File: config.mk
export PLATFORM = sky130hd
export DESIGN_NAME = fetch_unit
export DESIGN_NICKNAME = d
export VERILOG_FILES = /design/src/rtl/fetch_unit.sv
export SDC_FILE = /design/constraint.sdc
export NUM_CORES = 1
export LEC_CHECK = 0
export ABC_AREA = 1
export CORE_ASPECT_RATIO = 0.6
export CORE_UTILIZATION = 53
export CTS_CLUSTER_SIZE = 25
export DETAILED_ROUTE_END_ITERATION = 7
export PLACE_DENSITY = 0.77
export SETUP_SLACK_MARGIN = 0.4
export SKIP_CTS_REPAIR_TIMING = 1
export SYNTH_ARGS = -nofsm -noshare
export SYNTH_HDL_FRONTEND = slang
export SYNTH_SLANG_ARGS = --single-unit
File: constraint.sdc
create_clock -name clock -period 2.2 [get_ports clock]
set_input_delay 0.33 -clock clock [delete_from_list [all_inputs] [get_ports clock]]
set_output_delay 0.33 -clock clock [all_outputs]
set_load 0.005 [all_outputs]
File: src/rtl/fetch_unit.sv
// Instruction-fetch stage: walks sequential PCs through the I-cache handshake one word
// at a time and queues {pc, instr} pairs for decode, with branch redirect/flush support.
module fetch_unit #(
  parameter int                    ADDR_WIDTH  = 64,
  parameter int                    INSTR_WIDTH = 32,
  parameter logic [ADDR_WIDTH-1:0] RESET_PC    = '0,
  parameter int                    QUEUE_DEPTH = 2
) (
  input  logic                   clock,
  input  logic                   reset,
  input  logic                   fetch_enable,
  input  logic                   redirect_valid,
  input  logic [ADDR_WIDTH-1:0]  redirect_pc,
  output logic                   cache_read_enable,
  output logic [ADDR_WIDTH-1:0]  cache_address,
  output logic [2:0]             cache_data_size,
  input  logic [63:0]            cache_data,
  input  logic                   cache_send_enable,
  output logic                   cache_send_complete,
  output logic                   if_valid,
  input  logic                   if_ready,
  output logic [ADDR_WIDTH-1:0]  if_pc,
  output logic [INSTR_WIDTH-1:0] if_instr
);

  localparam int PTR_W = (QUEUE_DEPTH > 1) ? $clog2(QUEUE_DEPTH) : 1;
  localparam logic [PTR_W:0] DEPTH_CNT = (PTR_W + 1)'(QUEUE_DEPTH);

  typedef enum logic [1:0] {IDLE, REQ, COMPLETE, RELEASE} state_t;

  state_t                 state;
  logic [ADDR_WIDTH-1:0]  pc;
  logic                   squash;
  logic [ADDR_WIDTH-1:0]  fifo_pc    [QUEUE_DEPTH];
  logic [INSTR_WIDTH-1:0] fifo_instr [QUEUE_DEPTH];
  logic [PTR_W-1:0]       rd_ptr;
  logic [PTR_W-1:0]       wr_ptr;
  logic [PTR_W:0]         count;
  logic [PTR_W:0]         count_next;

  logic                   slot_free;
  logic                   capture;
  logic                   push;
  logic                   pop;
  logic [ADDR_WIDTH-1:0]  redirect_target;
  logic                   unused_bits;

  assign cache_data_size = 3'd4;
  assign unused_bits     = ^{cache_data[63:INSTR_WIDTH], redirect_pc[1:0]};

  assign slot_free       = (count < DEPTH_CNT);
  assign capture         = (state == REQ) && cache_send_enable;
  assign push            = capture && !squash && !redirect_valid;
  assign pop             = if_valid && if_ready && !redirect_valid;
  assign redirect_target = {redirect_pc[ADDR_WIDTH-1:2], 2'b00};

  assign if_pc    = fifo_pc[rd_ptr];
  assign if_instr = fifo_instr[rd_ptr];

  always_comb begin
    count_next = count;
    if (redirect_valid)
      count_next = '0;
    else if (push && !pop)
      count_next = count + 1'b1;
    else if (pop && !push)
      count_next = count - 1'b1;
  end

  // Redirect empties the queue outright; push and pop are both suppressed that cycle.
  always_ff @(posedge clock or negedge reset) begin
    if (!reset) begin
      rd_ptr   <= '0;
      wr_ptr   <= '0;
      count    <= '0;
      if_valid <= 1'b0;
      for (int i = 0; i < QUEUE_DEPTH; i++) begin
        fifo_pc[i]    <= '0;
        fifo_instr[i] <= '0;
      end
    end else begin
      count    <= count_next;
      if_valid <= (count_next != '0);
      if (redirect_valid) begin
        rd_ptr <= '0;
        wr_ptr <= '0;
      end else begin
        if (push) begin
          fifo_pc[wr_ptr]    <= pc;
          fifo_instr[wr_ptr] <= cache_data[INSTR_WIDTH-1:0];
          wr_ptr             <= wr_ptr + 1'b1;
        end
        if (pop)
          rd_ptr <= rd_ptr + 1'b1;
      end
    end
  end

  // Once a request is issued the handshake always runs to RELEASE; a redirect only
  // marks the in-flight word as squashed so it is dropped at capture.
  always_ff @(posedge clock or negedge reset) begin
    if (!reset) begin
      state               <= IDLE;
      pc                  <= RESET_PC;
      squash              <= 1'b0;
      cache_read_enable   <= 1'b0;
      cache_address       <= '0;
      cache_send_complete <= 1'b0;
    end else begin
      cache_send_complete <= 1'b0;
      if (redirect_valid) begin
        pc <= redirect_target;
        if (state != IDLE)
          squash <= 1'b1;
      end
      case (state)
        IDLE: begin
          if (fetch_enable && slot_free && !redirect_valid) begin
            cache_address     <= pc;
            cache_read_enable <= 1'b1;
            state             <= REQ;
          end
        end
        REQ: begin
          if (cache_send_enable) begin
            cache_read_enable   <= 1'b0;
            cache_send_complete <= 1'b1;
            state               <= COMPLETE;
            if (!squash && !redirect_valid)
              pc <= pc + ADDR_WIDTH'(4);
          end
        end
        COMPLETE: begin
          state <= RELEASE;
        end
        RELEASE: begin
          if (!cache_send_enable) begin
            squash <= 1'b0;
            state  <= IDLE;
          end
        end
        default: state <= IDLE;
      endcase
    end
  end

endmodule

# Word-level counts from Yosys, hierarchy flattened
# Cells that the tools add are included.
word_totals:
  ff_bits: 330
  wordCells: 93
  in_bits: 134
  out_inout_bits: 166
classes:
  muxes: 36
  addsub: 5
  n_bitwise: 3
  n_lt_le_gt_ge: 4
  n_eq_ne: 6
  n_reduce_logical: 25
op_table:
  columns: ["op", "count"]
  rows:
  - ["two-way mux 64 bit", 8]
  - ["bitwise mux 128 bit", 1]
  - ["two-way mux 32 bit", 4]
  - ["adder 64 x 3 -> 64 bit (second input constant)", 1]
  - ["bitwise mux 64 bit", 1]
  - ["demux 64 bit (select 1 bit)", 1]
  - ["demux 32 bit (select 1 bit)", 1]
  - ["two-way mux 1 bit", 12]
  - ["two-way mux 2 bit", 6]
  - ["logical AND 1 bit", 11]
  - ["nonzero test 2 bit", 5]
  - ["one-hot mux 2 bit (4 select lines)", 1]
  - ["!= test 2 bit (second input constant)", 3]
  - ["AND reduction 3 bit", 2]
  - ["equality test 2 bit (second input constant)", 2]
  - [">= comparator 2 bit (second input constant)", 2]
  - ["logical NOT 1 bit", 4]
  - ["inverter 1 -> 2 bit", 2]
  - ["AND reduction 2 bit", 2]
  - ["adder 1 bit (second input constant)", 2]
  - ["adder 2 x 1 -> 2 bit (second input constant)", 1]
  - ["equality test 2 x 1 -> 1 bit (second input constant)", 1]
  - ["logical NOT 2 bit", 1]
  - ["less-than comparator 2 x 1 -> 1 bit (second input constant)", 1]
  - ["4 further kinds", 4]

# Logic depth before layout (Yosys ltp)
# Gate-level depths: netlist of the first run.
depth:
  ltp_word: 10
  ltp_mapped: 11
  mapped_depth_nobuf: 11

# Worst setup path before layout of the first run
# No wires, ideal clock.
synth_path:
  path_kind: "reg-to-reg"
  startpoint: "register pc[2]"
  endpoint: "register pc[26]"
  arrival_time_ps: 1557
  period_less_slack_ps: 1674
  stages_incl_launch_ff: 10
  slack_ps: 526
  setup_ps: 117
  path_buffers: 0
  cell_sequence: "dfrtp_1 -> ha_1 -> nand2_1 -> nor2_4 -> nand2_4 -> nor2_8 -> nand2_4 -> xor2_1 -> o21ai_1 -> inv_1"
synth_between:
  elab_chain_cells: 4
synth_rtl:
  columns: ["element", "line_no", "rtl"]
  rows:
  - ["start: declaration", "32", "logic [ADDR_WIDTH-1:0] pc;"]
  - ["start signal: assignment", "112", "pc <= redirect_target;"]
  - ["start signal: assignment", "130", "pc <= pc + ADDR_WIDTH'(4);"]
  - ["adder 64 x 3 -> 64 bit", "130", null]
  - ["two-way mux 64 bit", "129", "if (!squash && !redirect_valid)"]
  - ["two-way mux 64 bit", "125", "if (cache_send_enable) begin"]
  - ["two-way mux 64 bit", "116", "case (state)"]
# No other way between the ends.
# A chain may end at the register's enable or synchronous reset.

# Worst setup path after layout of the first run
layout_path:
  startpoint: "register rd_ptr"
  endpoint: "output if_instr[27]"
layout_between:
  elab_chain_cells: 4
layout_rtl:
  columns: ["element", "line_no", "rtl"]
  rows:
  - ["start: declaration", "36", "logic [PTR_W-1:0] rd_ptr;"]
  - ["start signal: assignment", "94", "rd_ptr <= rd_ptr + 1'b1;"]
  - ["inverter 1 -> 2 bit (implied by the code)", "58", "assign if_instr = fifo_instr[rd_ptr];"]
  - ["two-way mux 32 bit (implied by the code) (3 in a row)", "58", null]
  - ["end: declaration", "23", "output logic [INSTR_WIDTH-1:0] if_instr"]
# No other way between the ends. The select of a mux whose other input is x is not followed.

==> impl_results.md, run 1 <==
- Status: complete, but fails checks
- Failing checks: negative setup slack
- Most common cell in the netlist: nand2_1
- Hold Crit Class: in2reg
- Number of warnings issued by yosys: 0
- Worst min-delay path endpoint: pc[0]
- Final setup vio count: 34
- Antenna violations before repair: 4
- Synth async-reset ratio: 100%
- Routed Antenna Nets: 0
- CTS clk-pin slew, worst paths: 0.07 ns
- H-tree depth: 1
- Final core occ: 73.1%
- Min cycle time layout: around 2.5 ns
- DIE HEIGHT: approximately 140 µm
- Max clock buf depth: 3
- Fin nets: 2,518
- Fin Setup TNS: -7.28 ns
- Core Box Area: between 20,000 and 30,000 µm²
- Remaining DRCs: 0
- Worst-Margin Slew: roughly 0.77 ns
- Combinational power share: approximately a third
- IO Pins: 300
- FP Rows: 48
- Static leakage: around 11 nW
- Hold Slack: 0.107 ns
- Yosys cell types: 36
- RSZ-0062 raised after global routing: yes
- HP Start: redirect_valid
- Post-synth EDFFs: 0
- Drt wl/cell: between 20 and 25 µm
- CTS Sinks: 330
- Hpwl dp: 35.0 mm
- Net Switching: about 8 mW
- Vias in the first global route: roughly 14,000
- Pint: 15.1 mW
- Global-route wire length before repair: 75.4 mm
- Root Driver: clkbuf_16
- Kind of critical path: reg2out
- Arr. time, crit path: between 2 and 2.5 ns
- Nature of the critical path endpoint: output pin
- Ys flop type: dfrtp_1
- Clk pwr share: approximately 25%
- Largest net degree at the start of global routing: 80
- Final hold vios: 0
- Initial core utilization: between 50% and 60%
- Final GP Congestion: between 0.9 and 1
- Total grt overflow: 0
- Synth Area per Inst: about 7.7 µm²
- Routed WL: between 50 and 60 mm
- Die W: 226 µm
- Reg power frac: between 40% and 50%
- Final WS setup: -0.265 ns
- Relative max-transition margin: approximately half
- Vias/cell: roughly 5.7
- DR iter-0 viols: between 1,500 and 2,000
- Final Max Slew Viols: 0
- CTS Buf Count: 31
- Max Freq: between 400 and 500 MHz
- RR Endpoint: fifo_instr[11]
- Top-area cell type share of the netlist area: between 50% and 60%
- R2R cell count: 11
- #FFs+latches synth: between 300 and 400
- Max rail drop VDD: approximately 0.00076 V
- Reg2reg setup slack: between 0.3 and 0.4 ns
- Area delta synth->final: 33.9%
- CTS tree: yes
- Post-synth top cells: nand2_1 (833), dfrtp_1 (330), o21ai_1 (211)
- Total track usage: 31.5%
- Cells after synthesis: 2,079
- Post-Syn Area: around 16,000 µm²
- Post-synth top area cell: dfrtp_1
- Data required, critical path: around 1.9 ns
- Pwr Density: between 1000 and 1500 nW/µm²
- IO Port Bufs: approximately 260
- Sequential fraction of the synthesis area: ~52%
- Switching portion of total power: roughly 35%
- Fin crit share: 112%
- Via count: 15,900
- Maxcap violations: 0
- Hold Path Cell Cnt: 2
- Area contributors post-synth: dfrtp_1 (52%), nand2_1 (20%), o21ai_1 (6.6%), inv_1 (3.5%), o21ai_0 (3.5%)
- Clock Latency Late Sink: roughly 0.60 ns
- Full die area: between 30,000 and 40,000 µm²
- Filler cells: around 2,200
- Share of cells above drive strength 1: approximately an eighth
- Setup Skew: ~0.015 ns
- FF-to-FF Start: state[1]
- Critical path startpoint category: register
- Drt pass-1 iters: 6
- Crit-path max FO: 50
==> routing by layer <==
metal | track usage [%] | up-vias | wire (µm)
li1 | - | 7227 | -
met1 | 47.1 | 7641 | 24200
met2 | 47.7 | 892 | 24600
met3 | 6.12 | 129 | 6090
met4 | 6.31 | 2 | 1560
met5 | 0 | - | 13
==> sequential cells by signal, indices dropped and copies added, names as in the netlist <==
name / flops
fifo_pc: 128
wr_ptr: 1
count: 2
if_valid: 1
cache_address: 64
cache_read_enable: 1
fifo_instr: 64
state: 2
cache_send_complete: 1
squash: 1
pc: 64
rd_ptr: 1
==> layout make-up <==
class,instances,area [µm²],share of cell area [%]
Antenna cell,3,7.51,0.0352
Inverter,156,623,2.92
Tap cell,400,500,2.34
Clock inverter,15,178,0.832
Timing Repair Buffer,363,3990,18.7
Timing Repair inverter,1,8.76,0.0410
Sequential cell,330,8260,38.7
Clock buffer,43,891,4.17
Multi-Input combinational cell,1495,6890,32.3
==> logic make-up after synthesis <==
group / share of synthesized area, %
AOI/OAI and AO/OA: 12.1
xor gates and xnor gates: 1.32
adders and majority gates: 0.471
buffers and inverters: 6.57
DFF: 51.8
other: 0.0471
and+or+nand+nor: 27.7
==> worst max path at each step <==
stage                      start            to  slack [ns]  cells past startpoint
2_1_floorplan              pc[2]        pc[26]        0.53                      9
3_3_place_gp   cache_send_enable      if_valid        0.19                     11
3_5_place_dp   cache_send_enable      if_valid        0.09                     11
4_1_cts                   rd_ptr      if_pc[7]       -0.42                      4
5_1_grt                   rd_ptr      if_pc[7]       -0.32                      4
6_report                  rd_ptr  if_instr[27]       -0.27                      4
==> metrics by stage <==
stage	cells	worst slack, ns	total power [mW]	cell area (µm²)
2_1_floorplan	2080	0.526	12.6	16000
3_3_place_gp	2682	0.187	16.8	19200
3_5_place_dp	2682	0.0875	17.2	19200
4_1_cts	2740	-0.422	22.9	20300
5_1_grt	2806	-0.324	24.3	21300
6_report	2806	-0.265	23.1	21300
==> worst max-delay path, cell delays in order, from the launching register on <==
cell and delay, ns:
dfrtp_4 0.50, buf_12 0.26, nand2_1 0.10, nand2_1 0.12
clkdlybuf4s50_1 0.51
==> layout by cell type, fill, tap and decap left out, drive strengths merged, types with 4 or more instances in the layout <==
cell type and n:
nor3 13, buf 102, o211ai 7, ha 6, nand2 849, xor2 23
dfrtp 330, a22oi 7, nor2 143, o221ai 5, nand4 15, and2 4
clkbuf 91, dlymetal6s2s 14, clkdlybuf4s50 198, a21oi 28, o21ai 321, clkinv 11
nand3 64, inv 156
==> power groups by stage <==
stage / Sequential [mW] / Clock (mW) / Combinational [mW]
after floorplan: 9.11 / 0 / 3.53
after global placement: 9.27 / 0 / 7.54
after detailed placement: 9.37 / 0 / 7.79
after CTS: 9.29 / 5.71 / 7.85
after global routing: 9.58 / 5.96 / 8.75
final: 9.38 / 5.72 / 7.96
No activity file was read; power rests on OpenSTA's default activity.
==> run 2, diff against run 1 <==
--- a/config.mk
+++ b/config.mk
@@ -11,6 +11,7 @@
 export CTS_CLUSTER_SIZE = 25
 export DETAILED_ROUTE_END_ITERATION = 7
 export PLACE_DENSITY = 0.77
+export RECOVER_POWER = 25
 export SETUP_SLACK_MARGIN = 0.4
 export SKIP_CTS_REPAIR_TIMING = 1
 export SYNTH_ARGS = -nofsm -noshare
==> run 2 against run 1 <==
The flow finishes with violations (max-capacitance violations, max-slew violations, negative setup slack). Clock skew about the same. Non-clock buffer count did not move. Hold slack better by 0.025 ns. Core utilization is 0.15 points lower. Sequential power about the same. Critical path type unchanged. Highest routed layer unchanged.
==> impl_results.md, run 2 (synthesis results as in run 1) <==
- Status: complete, but fails checks
- Failing checks: max-capacitance violations, max-slew violations, negative setup slack
- Remaining DRCs: 0
- Routed WL: roughly 57 mm
- CTS clk-pin slew, worst paths: approximately 0.07 ns
- DIE HEIGHT: 136 µm
- Final Max Slew Viols: between 50 and 60
- RSZ-0062 raised after global routing: yes
- Share of cells above drive strength 1: around 12%
- Core Box Area: 29,200 µm²
- IO Port Bufs: about 260
- Fin crit share: 112%
- Clk pwr share: between 20% and 30%
- Via count: 15,800
- FF-to-FF Start: state[1]
- CTS Sinks: 330
- Initial core utilization: roughly 55%
- Final GP Congestion: 0.971
- Reg power frac: between 40% and 50%
- Routed Antenna Nets: 0
- Maxcap violations: 1
- CTS tree: yes
- Most frequent cells in the layout: nand2_1 (824), dfrtp_1 (327), o21ai_1 (206)
- Clock Latency Late Sink: about 0.6 ns
- Nature of the critical path endpoint: output pin
- CTS Buf Count: 31
- Arr. time, crit path: between 2 and 2.5 ns
- Vias in the first global route: approximately 14,000
- Max FFs per register: between 100 and 150
- Pint: roughly 15 mW
- Worst-Margin Slew: about 1.5 ns
- Net Switching: 7.96 mW
- Max clock buf depth: 3
- Full die area: 30,800 µm²
- Antenna violations before repair: 4
- Final instance area: 21,300 µm²
- Global-route wire length before repair: roughly 75 mm
- Drt wl/cell: a little over 20 µm
- Switching portion of total power: approximately a third
- Drt pass-1 iters: 6
- Total track usage: between 30% and 40%
- Min cycle time layout: ~2.5 ns
- Kind of critical path: reg2out
- IO Pins: 300
- Static leakage: between 10 and 15 nW
- Critical path startpoint category: register
- Hpwl dp: roughly 35 mm
- Relative max-transition margin: -0.453%
- Setup Skew: 0.0145 ns
- Final WS setup: -0.265 ns
- Fin nets: between 2,000 and 3,000
- Max rail drop VDD: between 0.0007 and 0.0008 V
- Most common cell after layout, fill and taps aside: nand2_1
- Area delta synth->final: 33.6%
- Die W: 226 µm
- Total grt overflow: 0
- Crit-path max FO: 50
- Max Freq: 406 MHz
- Final setup vio count: 34
- DP Area: approximately 19,000 µm²
- H-tree depth: 1
- Vias/cell: 5.65
- Root Driver: clkbuf_16
- HP Start: redirect_valid
- CP Launch Point: rd_ptr
- Pwr Density: around 1100 nW/µm²
- Fin Setup TNS: -7.27 ns
- Largest net degree at the start of global routing: 80
- Hold Crit Class: in2reg
- Final hold vios: 0
- FP Rows: between 40 and 50
- Data required, critical path: ~1.9 ns
- Combinational power share: between 30% and 40%
- Largest Register: fifo_pc
- DR iter-0 viols: ~2,100
==> run 2: metal layers <==
| layer | share of wire (%) | wire [µm] | GRT usage [%] |
|---|---|---|---|
| met1 | 43 | 24300 | 47.1 |
| met2 | 44 | 24600 | 47.7 |
| met3 | 11 | 6060 | 6.12 |
| met4 | 2.8 | 1570 | 6.31 |
| met5 | 0.023 | 13 | 0 |
==> run 2: worst max-delay path: stages (launching register included) <==
cell and delay, ns:
dfrtp_4 0.50, buf_12 0.26, nand2_1 0.10, nand2_1 0.13, clkdlybuf4s50_1 0.51
==> run 2: path summary, 6_finish.rpt <==
kind                                          end  slack [ns]  cells past startpoint
worst max register to register     fifo_instr[11]        0.22                     11
min in group asynchronous             fifo_pc[18]        0.64                      2
worst min register to register  cache_address[44]        0.49                      2
worst max-delay path                 if_instr[27]       -0.26                      4
worst min-delay path                        pc[0]        0.13                      2
max in group asynchronous                  pc[11]        0.29                      3
==> run 2: area by class of cell <==
cell class,instances,area [µm²]
Multi-Input combinational cell,1495,6870
Clock inverter,15,178
Antenna cell,4,10.0
Timing Repair Buffer,363,3960
Timing Repair inverter,1,8.76
Tap cell,400,500
Sequential cell,330,8260
Fill cell,2206,7880
Clock buffer,43,891
Inverter,156,623
==> run 2: stage by stage <==
step / power, mW / util [%] / std cells / hold slack, ns / setup WS [ns]
2_1_floorplan: 12.6 / - / 2080 / 0.0344 / 0.526
3_3_place_gp: 16.8 / 65.8 / 2682 / 0.282 / 0.187
3_5_place_dp: 17.2 / 65.8 / 2682 / 0.290 / 0.0875
4_1_cts: 22.9 / 69.4 / 2740 / -0.331 / -0.422
5_1_grt: 24.3 / 73.0 / 2806 / 0.105 / -0.324
6_report: 23.0 / 73.0 / 2807 / 0.132 / -0.265
==> run 2: power by group through the flow <==
stage                     Sequential, mW  Clock (mW)  Combinational, mW
after CTS                           9.29        5.71               7.85
final                               9.38        5.73               7.94
after global routing                9.58        5.96               8.73
after detailed placement            9.37           0               7.79
after global placement              9.27           0               7.54
after floorplan                     9.11           0               3.53
==> run 3, diff against run 2 <==
--- a/config.mk
+++ b/config.mk
@@ -7,10 +7,12 @@
 export LEC_CHECK = 0
 export ABC_AREA = 1
 export CORE_ASPECT_RATIO = 0.6
-export CORE_UTILIZATION = 53
+export CORE_UTILIZATION = 64
 export CTS_CLUSTER_SIZE = 25
 export DETAILED_ROUTE_END_ITERATION = 7
-export PLACE_DENSITY = 0.77
+export DONT_BUFFER_PORTS = 1
+export MAX_ROUTING_LAYER = met4
+export PLACE_DENSITY = 0.76
 export RECOVER_POWER = 25
 export SETUP_SLACK_MARGIN = 0.4
 export SKIP_CTS_REPAIR_TIMING = 1
==> run 3 against run 2 <==
Critical path type unchanged. Highest routed layer is now met4. Largest cell class unchanged. Global-route usage grew 4.1 points. Critical endpoint is now if_instr[25]. Cell count shrank 10%. The run ends with negative hold slack left. Clock power shrank 4.2%.
==> impl_results.md, run 3 (synthesis results as in run 1) <==
- Max rail drop VDD: 0.00109 V
- FP Rows: between 40 and 50
- Drt pass-1 iters: 6
- Max FFs per register: around 130
- Clock Latency Late Sink: around 0.59 ns
- DIE HEIGHT: around 120 µm
- Reg power frac: a little under half
- CTS tree: yes
- Die W: 206 µm
- Area delta synth->final: 24.8%
- CTS Buf Count: 30
- Hold Crit Class: in2async
- Clk pwr share: about a quarter
- Kind of critical path: reg2out
- Critical path startpoint category: register
- Fin crit share: 92.6%
- Largest net degree at the start of global routing: around 330
- IO Pins: 300
- Max Freq: approximately 490 MHz
- Failing checks: negative hold slack
- RSZ-0062 raised after global routing: yes
- Final setup vio count: 0
- Core Box Area: about 24,000 µm²
- H-tree depth: 1
- Nature of the critical path endpoint: output pin
- Status: complete, but fails checks
- Most common cell after layout, fill and taps aside: nand2_1
- Drt wl/cell: 23.0 µm
- CTS Sinks: 330
- Data required, critical path: roughly 1.9 ns
- Final core occ: 81.8%
- Relative max-transition margin: 26.1%
- Arr. time, crit path: ~1.7 ns
- Antenna violations before repair: 3
- Final GP Congestion: roughly 0.99
- Pint: between 10 and 15 mW
- Max clock buf depth: 3
- Worst-Margin Slew: 1.11 ns
- Routed WL: slightly below 60 mm
- Place WS: between 0.09 and 0.1 ns
- Final WS setup: ~0.16 ns
- Combinational power share: between 20% and 30%
- Final hold vios: 330
- Root Driver: clkbuf_16
- DR iter-0 viols: approximately 2,300
- Final Max Slew Viols: 0
- Remaining DRCs: 0
- Fin cells: approximately 2,500
- Vias/cell: 6.23
- Total grt overflow: 0
- Min cycle time layout: just over 2 ns
- Vias in the first global route: 12,500
- Fin Setup TNS: 0 ns
- Crit-path max FO: 15
- Static leakage: ~9.8 nW
- Most frequent cells in the layout: nand2_1 (744), dfrtp_1 (326), o21ai_1 (177)
- Hold Slack: -0.556 ns
- CTS clk-pin slew, worst paths: roughly 0.070 ns
- Global-route wire length before repair: 69.0 mm
- Fin nets: ~2,300
- Total track usage: a little over a third
- Net Switching: 7.67 mW
- IO Port Bufs: 0
- Pwr Density: about 1100 nW/µm²
- Hpwl dp: 30.4 mm
- Routed Antenna Nets: 0
- Largest Register: fifo_pc
- Setup Skew: 0.0304 ns
- Switching portion of total power: approximately 37%
- Maxcap violations: 0
- Post-Place Cells: 2,329
- Via count: roughly 16,000
- Full die area: approximately 26,000 µm²
- Initial core utilization: between 60% and 70%
- Share of cells above drive strength 1: about 16%
run 3: power by group through the flow:
stage | registers (mW) | clock network [mW] | logic, mW
after CTS | 9.43 | 5.47 | 4.66
after global routing | 9.84 | 5.71 | 6.45
after floorplan | 9.11 | 0 | 3.53
after global placement | 9.44 | 0 | 4.40
after detailed placement | 9.51 | 0 | 4.62
final | 9.64 | 5.49 | 5.87
run 3: final timing paths:
kind                            startpoint        endpoint  slack (ns)  cells past startpoint
hold / removal                       reset     fifo_pc[21]       -0.56                      0
hold reg to reg             fifo_instr[21]  fifo_instr[21]        0.48                      2
min in group clock         redirect_pc[31]          pc[31]           0                      4
setup reg to reg                    pc[32]          pc[58]        0.26                      8
max in group asynchronous            reset        state[0]        1.84                      0
setup / recovery                    rd_ptr    if_instr[25]        0.16                      4
run 3: final cells by class:
type / count / area, µm²
sequential: 330 / 8270
multi-input combinational: 1495 / 7250
fill: 1473 / 4430
timing repair buffer: 164 / 2290
clock buffer: 42 / 897
inverter: 156 / 647
tap: 322 / 403
clock inverter: 14 / 135
timing repair inverter: 1 / 8.76
antenna: 3 / 7.51
run 3: metal layers:
metal  vias to the layer above  track usage (%)  share of wire (%)
met2                      1166             49.5                 43
met1                      7602             53.4                 39
met4                         0             5.93                3.0
met5                         -                -                  0
met3                       179             9.05                 14
li1                       6808                -                  -
run 3: worst max-delay path, cell delays in order (launching register included):
cell and delay, ns:
dfrtp_4 0.55, clkinv_8 0.16, clkbuf_16 0.21, nand2_1 0.09, nand2_1 0.12
run 3: metrics by stage:
stage | cell area, µm² | hold WS (ns) | power [mW]
floorplan | 16000 | 0.0344 | 12.6
finish | 19900 | -0.556 | 21.0
global route | 19900 | -0.554 | 22.0
CTS | 17300 | -0.560 | 19.6
detailed placement | 16300 | 0.0407 | 14.1
global placement | 16300 | 0.0402 | 13.8
